## src/rtl/memd_pipe_pkg.sv

```systemverilog
// Shared definitions for the pipelined data memory: latency-mode encoding,
// default widths and sizing helpers.
package memd_pipe_pkg;

  typedef enum logic {
    LAT_ADDR  = 1'b0,
    LAT_FIXED = 1'b1
  } lat_mode_e;

  localparam int unsigned DEF_DATA_W    = 8;
  localparam int unsigned DEF_ADDR_W    = 2;
  localparam int unsigned DEF_MAX_OUT   = 4;
  localparam int unsigned DEF_FIXED_LAT = 2;

  function automatic int unsigned cnt_width(input int unsigned max_out);
    return $clog2(max_out + 1);
  endfunction

  function automatic int unsigned ptr_width(input int unsigned n);
    return (n > 1) ? $clog2(n) : 1;
  endfunction

  // Image used at reset when INIT_MEMD_CUSTOMIZED is defined.
  function automatic logic [63:0] init_word(input int unsigned idx);
    return 64'(idx) ^ 64'hA5;
  endfunction

endpackage

```

## src/rtl/memd_pipe_if.sv

```systemverilog
// Request/response bundle between the load/store unit and the data memory.
interface memd_pipe_if
  import memd_pipe_pkg::*;
#(
  parameter int unsigned DATA_W = DEF_DATA_W,
  parameter int unsigned ADDR_W = DEF_ADDR_W,
  parameter int unsigned CNT_W  = cnt_width(DEF_MAX_OUT)
);
  logic              in_valid;
  logic              in_we;
  logic [ADDR_W-1:0] in_addr;
  logic [DATA_W-1:0] in_wdata;
  logic              ready;
  logic              out_valid;
  logic [DATA_W-1:0] out_data;
  logic              out_ready;
  logic [CNT_W-1:0]  out_cnt;

  modport master (
    output in_valid, in_we, in_addr, in_wdata, out_ready,
    input  ready, out_valid, out_data, out_cnt
  );

  modport slave (
    input  in_valid, in_we, in_addr, in_wdata, out_ready,
    output ready, out_valid, out_data, out_cnt
  );
endinterface

```

## src/rtl/memd_lat_queue.sv

```systemverilog
// In-order circular queue of {data, timer} load entries; timers count down
// to 1 and the head may leave only once its timer has reached 1.
module memd_lat_queue
  import memd_pipe_pkg::*;
#(
  parameter int unsigned DATA_W = DEF_DATA_W,
  parameter int unsigned TIM_W  = 3,
  parameter int unsigned DEPTH  = DEF_MAX_OUT,
  parameter int unsigned CNT_W  = cnt_width(DEF_MAX_OUT)
) (
  input  logic              clk,
  input  logic              rst,
  input  logic              push_i,
  input  logic [DATA_W-1:0] push_data_i,
  input  logic [TIM_W-1:0]  push_timer_i,
  input  logic              pop_i,
  output logic              head_ripe_o,
  output logic [DATA_W-1:0] head_data_o,
  output logic [CNT_W-1:0]  cnt_o
);
  localparam int unsigned PTR_W = ptr_width(DEPTH);

  logic [DATA_W-1:0] data_q  [DEPTH];
  logic [TIM_W-1:0]  timer_q [DEPTH];
  logic [TIM_W-1:0]  timer_d [DEPTH];
  logic [PTR_W-1:0]  head_q, head_d, tail_q, tail_d;
  logic [CNT_W-1:0]  cnt_q, cnt_d;

  function automatic logic [PTR_W-1:0] ptr_next(input logic [PTR_W-1:0] p);
    return (p == PTR_W'(DEPTH - 1)) ? '0 : p + PTR_W'(1);
  endfunction

  // Free slots may count down too; a push always overwrites their timer.
  always_comb begin
    for (int unsigned i = 0; i < DEPTH; i++) begin
      timer_d[i] = (timer_q[i] > TIM_W'(1)) ? timer_q[i] - TIM_W'(1) : timer_q[i];
    end
    if (push_i) timer_d[tail_q] = push_timer_i;
    head_d = pop_i  ? ptr_next(head_q) : head_q;
    tail_d = push_i ? ptr_next(tail_q) : tail_q;
    cnt_d  = cnt_q + CNT_W'(push_i) - CNT_W'(pop_i);
  end

  always_ff @(posedge clk) begin
    if (rst) begin
      head_q <= '0;
      tail_q <= '0;
      cnt_q  <= '0;
      for (int unsigned i = 0; i < DEPTH; i++) begin
        timer_q[i] <= '0;
        data_q[i]  <= '0;
      end
    end else begin
      head_q <= head_d;
      tail_q <= tail_d;
      cnt_q  <= cnt_d;
      for (int unsigned i = 0; i < DEPTH; i++) timer_q[i] <= timer_d[i];
      if (push_i) data_q[tail_q] <= push_data_i;
    end
  end

  assign head_ripe_o = (cnt_q != '0) && (timer_q[head_q] == TIM_W'(1));
  assign head_data_o = data_q[head_q];
  assign cnt_o       = cnt_q;

endmodule

```

## src/rtl/memd_pipe.sv

```systemverilog
// Pipelined data memory: one load or store per cycle, up to MAX_OUT loads in
// flight, responses in program order after an address-dependent or fixed latency.
module memd_pipe
  import memd_pipe_pkg::*;
#(
  parameter int unsigned DATA_W    = DEF_DATA_W,
  parameter int unsigned ADDR_W    = DEF_ADDR_W,
  parameter int unsigned MAX_OUT   = DEF_MAX_OUT,
  parameter lat_mode_e   LAT_MODE  = LAT_ADDR,
  parameter int unsigned FIXED_LAT = DEF_FIXED_LAT
) (
  input logic        clk,
  input logic        rst,
  memd_pipe_if.slave bus
);
  localparam int unsigned DEPTH   = 2 ** ADDR_W;
  localparam int unsigned CNT_W   = cnt_width(MAX_OUT);
  localparam int unsigned FIX_W   = $clog2(FIXED_LAT + 1);
  localparam int unsigned TIM_W   = (FIX_W > ADDR_W + 1) ? FIX_W : ADDR_W + 1;

  logic [DATA_W-1:0] mem_q [DEPTH];
  logic              ready, pop, accept, push;
  logic [TIM_W-1:0]  lat;
  logic              head_ripe;
  logic [DATA_W-1:0] head_data;
  logic [CNT_W-1:0]  cnt;

  always_comb begin
    pop    = head_ripe && bus.out_ready;
    ready  = !rst && ((cnt < CNT_W'(MAX_OUT)) || pop);
    accept = bus.in_valid && ready;
    push   = accept && !bus.in_we;
    lat    = (LAT_MODE == LAT_FIXED) ? TIM_W'(FIXED_LAT)
                                     : TIM_W'(bus.in_addr) + TIM_W'(1);
  end

  always_ff @(posedge clk) begin
    if (rst) begin
      for (int unsigned i = 0; i < DEPTH; i++) begin
`ifdef INIT_MEMD_CUSTOMIZED
        mem_q[i] <= DATA_W'(init_word(i));
`else
        mem_q[i] <= '0;
`endif
      end
    end else if (accept && bus.in_we) begin
      mem_q[bus.in_addr] <= bus.in_wdata;
    end
  end

  memd_lat_queue #(
    .DATA_W (DATA_W),
    .TIM_W  (TIM_W),
    .DEPTH  (MAX_OUT),
    .CNT_W  (CNT_W)
  ) u_queue (
    .clk          (clk),
    .rst          (rst),
    .push_i       (push),
    .push_data_i  (mem_q[bus.in_addr]),
    .push_timer_i (lat),
    .pop_i        (pop),
    .head_ripe_o  (head_ripe),
    .head_data_o  (head_data),
    .cnt_o        (cnt)
  );

  assign bus.ready     = ready;
  assign bus.out_valid = head_ripe;
  assign bus.out_data  = head_ripe ? head_data : '0;
  assign bus.out_cnt   = cnt;

endmodule
```

## src/flat_wrapper.sv

```systemverilog
// flat-port wrapper written by rule: the top's interface ports become plain ports
module memd_pipe_flat import memd_pipe_pkg::*;
#(
  parameter int unsigned DATA_W    = DEF_DATA_W,
  parameter int unsigned ADDR_W    = DEF_ADDR_W,
  parameter int unsigned MAX_OUT   = DEF_MAX_OUT,
  parameter lat_mode_e   LAT_MODE  = LAT_ADDR,
  parameter int unsigned FIXED_LAT = DEF_FIXED_LAT
)
  (clk, rst, bus_in_valid, bus_in_we, bus_in_addr, bus_in_wdata, bus_out_ready, bus_ready, bus_out_valid, bus_out_data, bus_out_cnt);
  memd_pipe_if #(.DATA_W(DATA_W), .ADDR_W(ADDR_W)) bus_i ();
  input logic clk;
  input logic rst;
  input wire logic [$bits(bus_i.in_valid)-1:0] bus_in_valid;
  input wire logic [$bits(bus_i.in_we)-1:0] bus_in_we;
  input wire logic [$bits(bus_i.in_addr)-1:0] bus_in_addr;
  input wire logic [$bits(bus_i.in_wdata)-1:0] bus_in_wdata;
  input wire logic [$bits(bus_i.out_ready)-1:0] bus_out_ready;
  output wire logic [$bits(bus_i.ready)-1:0] bus_ready;
  output wire logic [$bits(bus_i.out_valid)-1:0] bus_out_valid;
  output wire logic [$bits(bus_i.out_data)-1:0] bus_out_data;
  output wire logic [$bits(bus_i.out_cnt)-1:0] bus_out_cnt;
  assign bus_i.in_valid = bus_in_valid;
  assign bus_i.in_we = bus_in_we;
  assign bus_i.in_addr = bus_in_addr;
  assign bus_i.in_wdata = bus_in_wdata;
  assign bus_i.out_ready = bus_out_ready;
  assign bus_ready = bus_i.ready;
  assign bus_out_valid = bus_i.out_valid;
  assign bus_out_data = bus_i.out_data;
  assign bus_out_cnt = bus_i.out_cnt;
  memd_pipe #(.DATA_W(DATA_W), .ADDR_W(ADDR_W), .MAX_OUT(MAX_OUT), .LAT_MODE(LAT_MODE), .FIXED_LAT(FIXED_LAT)) u_core (.clk(clk), .rst(rst), .bus(bus_i));
endmodule
```

## config.mk

```make
export PLATFORM = sky130hd
export DESIGN_NAME = memd_pipe_flat
export DESIGN_NICKNAME = d
export VERILOG_FILES = /design/src/rtl/memd_pipe_pkg.sv /design/src/rtl/memd_pipe_if.sv /design/src/rtl/memd_lat_queue.sv /design/src/rtl/memd_pipe.sv /design/src/flat_wrapper.sv
export SDC_FILE = /design/constraint.sdc
export NUM_CORES = 1
export LEC_CHECK = 0
export ABC_AREA = 1
export CORE_ASPECT_RATIO = 1.4
export CORE_UTILIZATION = 35
export DETAILED_ROUTE_END_ITERATION = 7
export GPL_TIMING_DRIVEN = 0
export PLACE_DENSITY = 0.53
export SLEW_MARGIN = 5
export SYNTH_ARGS = -nofsm -noshare
export SYNTH_HDL_FRONTEND = slang
export SYNTH_SLANG_ARGS = --single-unit
```

## constraint.sdc

```tcl
create_clock -name clk -period 2.7 [get_ports clk]
set_clock_uncertainty 0.2 [all_clocks]
set_input_delay 0.405 -clock clk [delete_from_list [all_inputs] [get_ports clk]]
set_output_delay 0.405 -clock clk [all_outputs]
set_load 0.05 [all_outputs]
```

==> out/metrics.cfg, run 1 <==
[clock_network]
clockRootBuffer=clkbuf_16
tritoncts=built
clockBufferDepth=2
cts_inserted_buffers=9
h-tree-depth=3
clk_pin_slew_worst_paths_ps=60
clock-sinks=85
cts_hold_buf=0
clock_latency_ps=340

[run_status]
status=finished, final reports clean

[setup_path]
setup.worst_path.class=flop to flop
max_stage_delay_ps=400
critical_path_arrival_ps=2710
cp_max_fo=5
critPathBufInv=7
critPathSlowestCell=fa_2
cp.required_ps=2770
startpoint_type=flop
crit_family=adder cells
cp-end-kind=flop
crit_chain=buf_8 > nand2_1 > inv_2 > nand2_1 > nand3_4 > nand4_4 > buf_6 > inv_4 > ha_4 > inv_1 > ha_1 > inv_1 > fa_2 > xor2_2 > buf_4 > a21oi_2

[placed_design]
io_buffer_count=25
dp_hpwl_um=7440
place_congestion=0.778
pre_cts_slack_ps=-457
placed_cells=656

[synthesis]
netlist_area_mm2=0.00436
synth_top_area_share=0.441
avgSynthCellArea_um2=9.00
syn-num-nets=516
syn_inst=484
synth.top_cells.by_area=edfxtp_1 (44%), dfxtp_1 (9.6%), nor2_1 (9.2%)
yosys_warnings=0
ys_ff_latch=85
yosysUniqueCellTypes=34
yosysTopAreaCell=edfxtp_1
yosysSeqAreaShare=0.538

[routing]
postRouteAntennaNets=0
route.vias.total=3257
viasPerCell=4.80
wl_per_cell_um=14.9
drc=0
drt_wl_total_um=10100
drt-pass1-iter-count=5
drtIter0Drc=202

[cells_and_area]
final_cell_mix=nor2_1 (103), nand2_1 (81), edfxtp_1 (64)
drive_above_1_share=0.156
num_antenna_cells=0
fillers=1210
area_growth_pct=21.5
fin_nets=559
fin_cells=679
final_common_cell=nor2_1

[die]
dieArea_mm2=0.0129
fp-row-count=47
core_mm2=0.0120
io_pins=28
initial_utilization=0.363
die-width_um=96.3
die_h_um=134

[grt]
grt_max_degree=16
grt_pass1_vias=3303
antenna_found_initial=0
overflow=0
grt_usage=0.169
grt_pass1_wl_um=16300

[pwr]
p_leak_uw=0.00213
power_uw=4240
ir_drop_mv=0.407
pwr_density_cell_mw_per_mm2=800

[sta]
fmax_mhz=380
rsz0062_at_grt=yes
min_period_over_period=0.976
slew_headroom=0.537
layout_setup_ws_ps=65.2
fin_crit_ps=2630
worstMarginPinSlew_ps=695
drv_slew=0
fin_hold_ws_ps=245
hold_viol_final=0
final-setup-viol-count=0

[worst_hold_path]
hold_path_class=input port to flop

[flow_run]
maxCapViolations=0

==> synth_stat cells <==
cell      count
nor2_1      107
nand2_1      85
edfxtp_1     64
inv_1        45
a21oi_1      35
o21ai_0      35
dfxtp_1      21
ha_1         16
nand4_1      13
clkbuf_1     11
a32oi_1       6
xor2_1        5
nand3_1       4
buf_2         3
inv_2         3
nand2_2       3
nand2_4       3
or2_2         3
a32o_1        2
buf_4         2
buf_6         2
nand3_2       2
nand4_4       2
o21bai_1      2
a21oi_2       1
a31oi_1       1
buf_1         1
clkinv_1      1
fa_1          1
nand4_2       1
nor2_2        1
nor2_4        1
nor2_8        1
o211a_1       1
==> sequential cells by signal, summed over array words and instances (netlist names), named ones only <==
register	count
u_core.mem_q	32
u_core.u_queue.cnt_o	3
u_core.u_queue.data_q	32
u_core.u_queue.head_q	2
u_core.u_queue.tail_q	2
u_core.u_queue.timer_q	12
==> worst reg2reg max path, delay by kind of cell (launching register included) <==
family          cells  cell delay [ps]
buf+inv             7              660
compound gates      1              110
flops               1              370
fa+ha+maj           3              720
xor+xnor            1              170
simple gates        4              340
==> kinds of logic (layout without fill, tap and decap cells) <==
group / count (synthesis) / after routing / share of synthesized area
AO/OA/AOI/OAI: 83 / 83 / 0.106
buffers and inverters: 68 / 116 / 0.0646
flip-flops: 85 / 85 / 0.538
AND/OR/NAND/NOR: 226 / 226 / 0.231
XOR/XNOR: 5 / 5 / 0.0101
adder cells (fa/ha/maj): 17 / 17 / 0.0505
==> what timing repair did <==
item	4_1_cts	5_1_grt
setup buffers	6	2
gates resized for setup	47	27
setup endpoints to repair	20	20
pin swaps	5	6
==> path summary, 6_finish.rpt <==
kind                           start                           end  slack [ps]  cells after the start
max                             flop       u_core.u_queue.cnt_o[2]          70                     16
min                     bus_in_valid  u_core.u_queue.timer_q[1][2]         250                      3
max reg2reg                     flop       u_core.u_queue.cnt_o[2]          70                     16
min reg2reg  u_core.u_queue.cnt_o[2]       u_core.u_queue.cnt_o[2]         310                      1
==> power breakdown <==
part           switching [uW]  internal, uW
Sequential               97.3          1560
Combinational             783           450
Clock                     529           817
==> per-stage QoR <==
stage                     area (um^2)  TNS (ps)  utilization
after floorplan                  4370         0            -
final                            5300         0        0.441
after CTS                        5220      -217        0.435
after global routing             5300     -57.7        0.441
after global placement           4800     -9280        0.400
after detailed placement         4800     -9520        0.400
==> area by class of cell <==
cell class	instances	area, um^2	share of cell area
Inverter	49	189	0.0357
Timing Repair Buffer	33	314	0.0593
Buffer	18	108	0.0203
Multi-Input combinational cell	331	1820	0.344
Tap cell	147	184	0.0347
Sequential cell	85	2360	0.445
Clock inverter	7	97.6	0.0184
Clock buffer	9	225	0.0425
==> metal layers <==
layer  vias to the layer above  global-route usage  routed length, um
li1                       1700                   -                  -
met1                      1515               0.194               4120
met2                        36               0.308               5630
met3                         6              0.0283                281
met4                         0              0.0645                 89
met5                         -                   0                  0
(Power assumes the default switching activity.)
==> run 2, diff against run 1 <==
- SLEW_MARGIN: 5 -> default
==> results of run 2 <==
No change in the layout: final DEF, timing and power equal those of run 1.
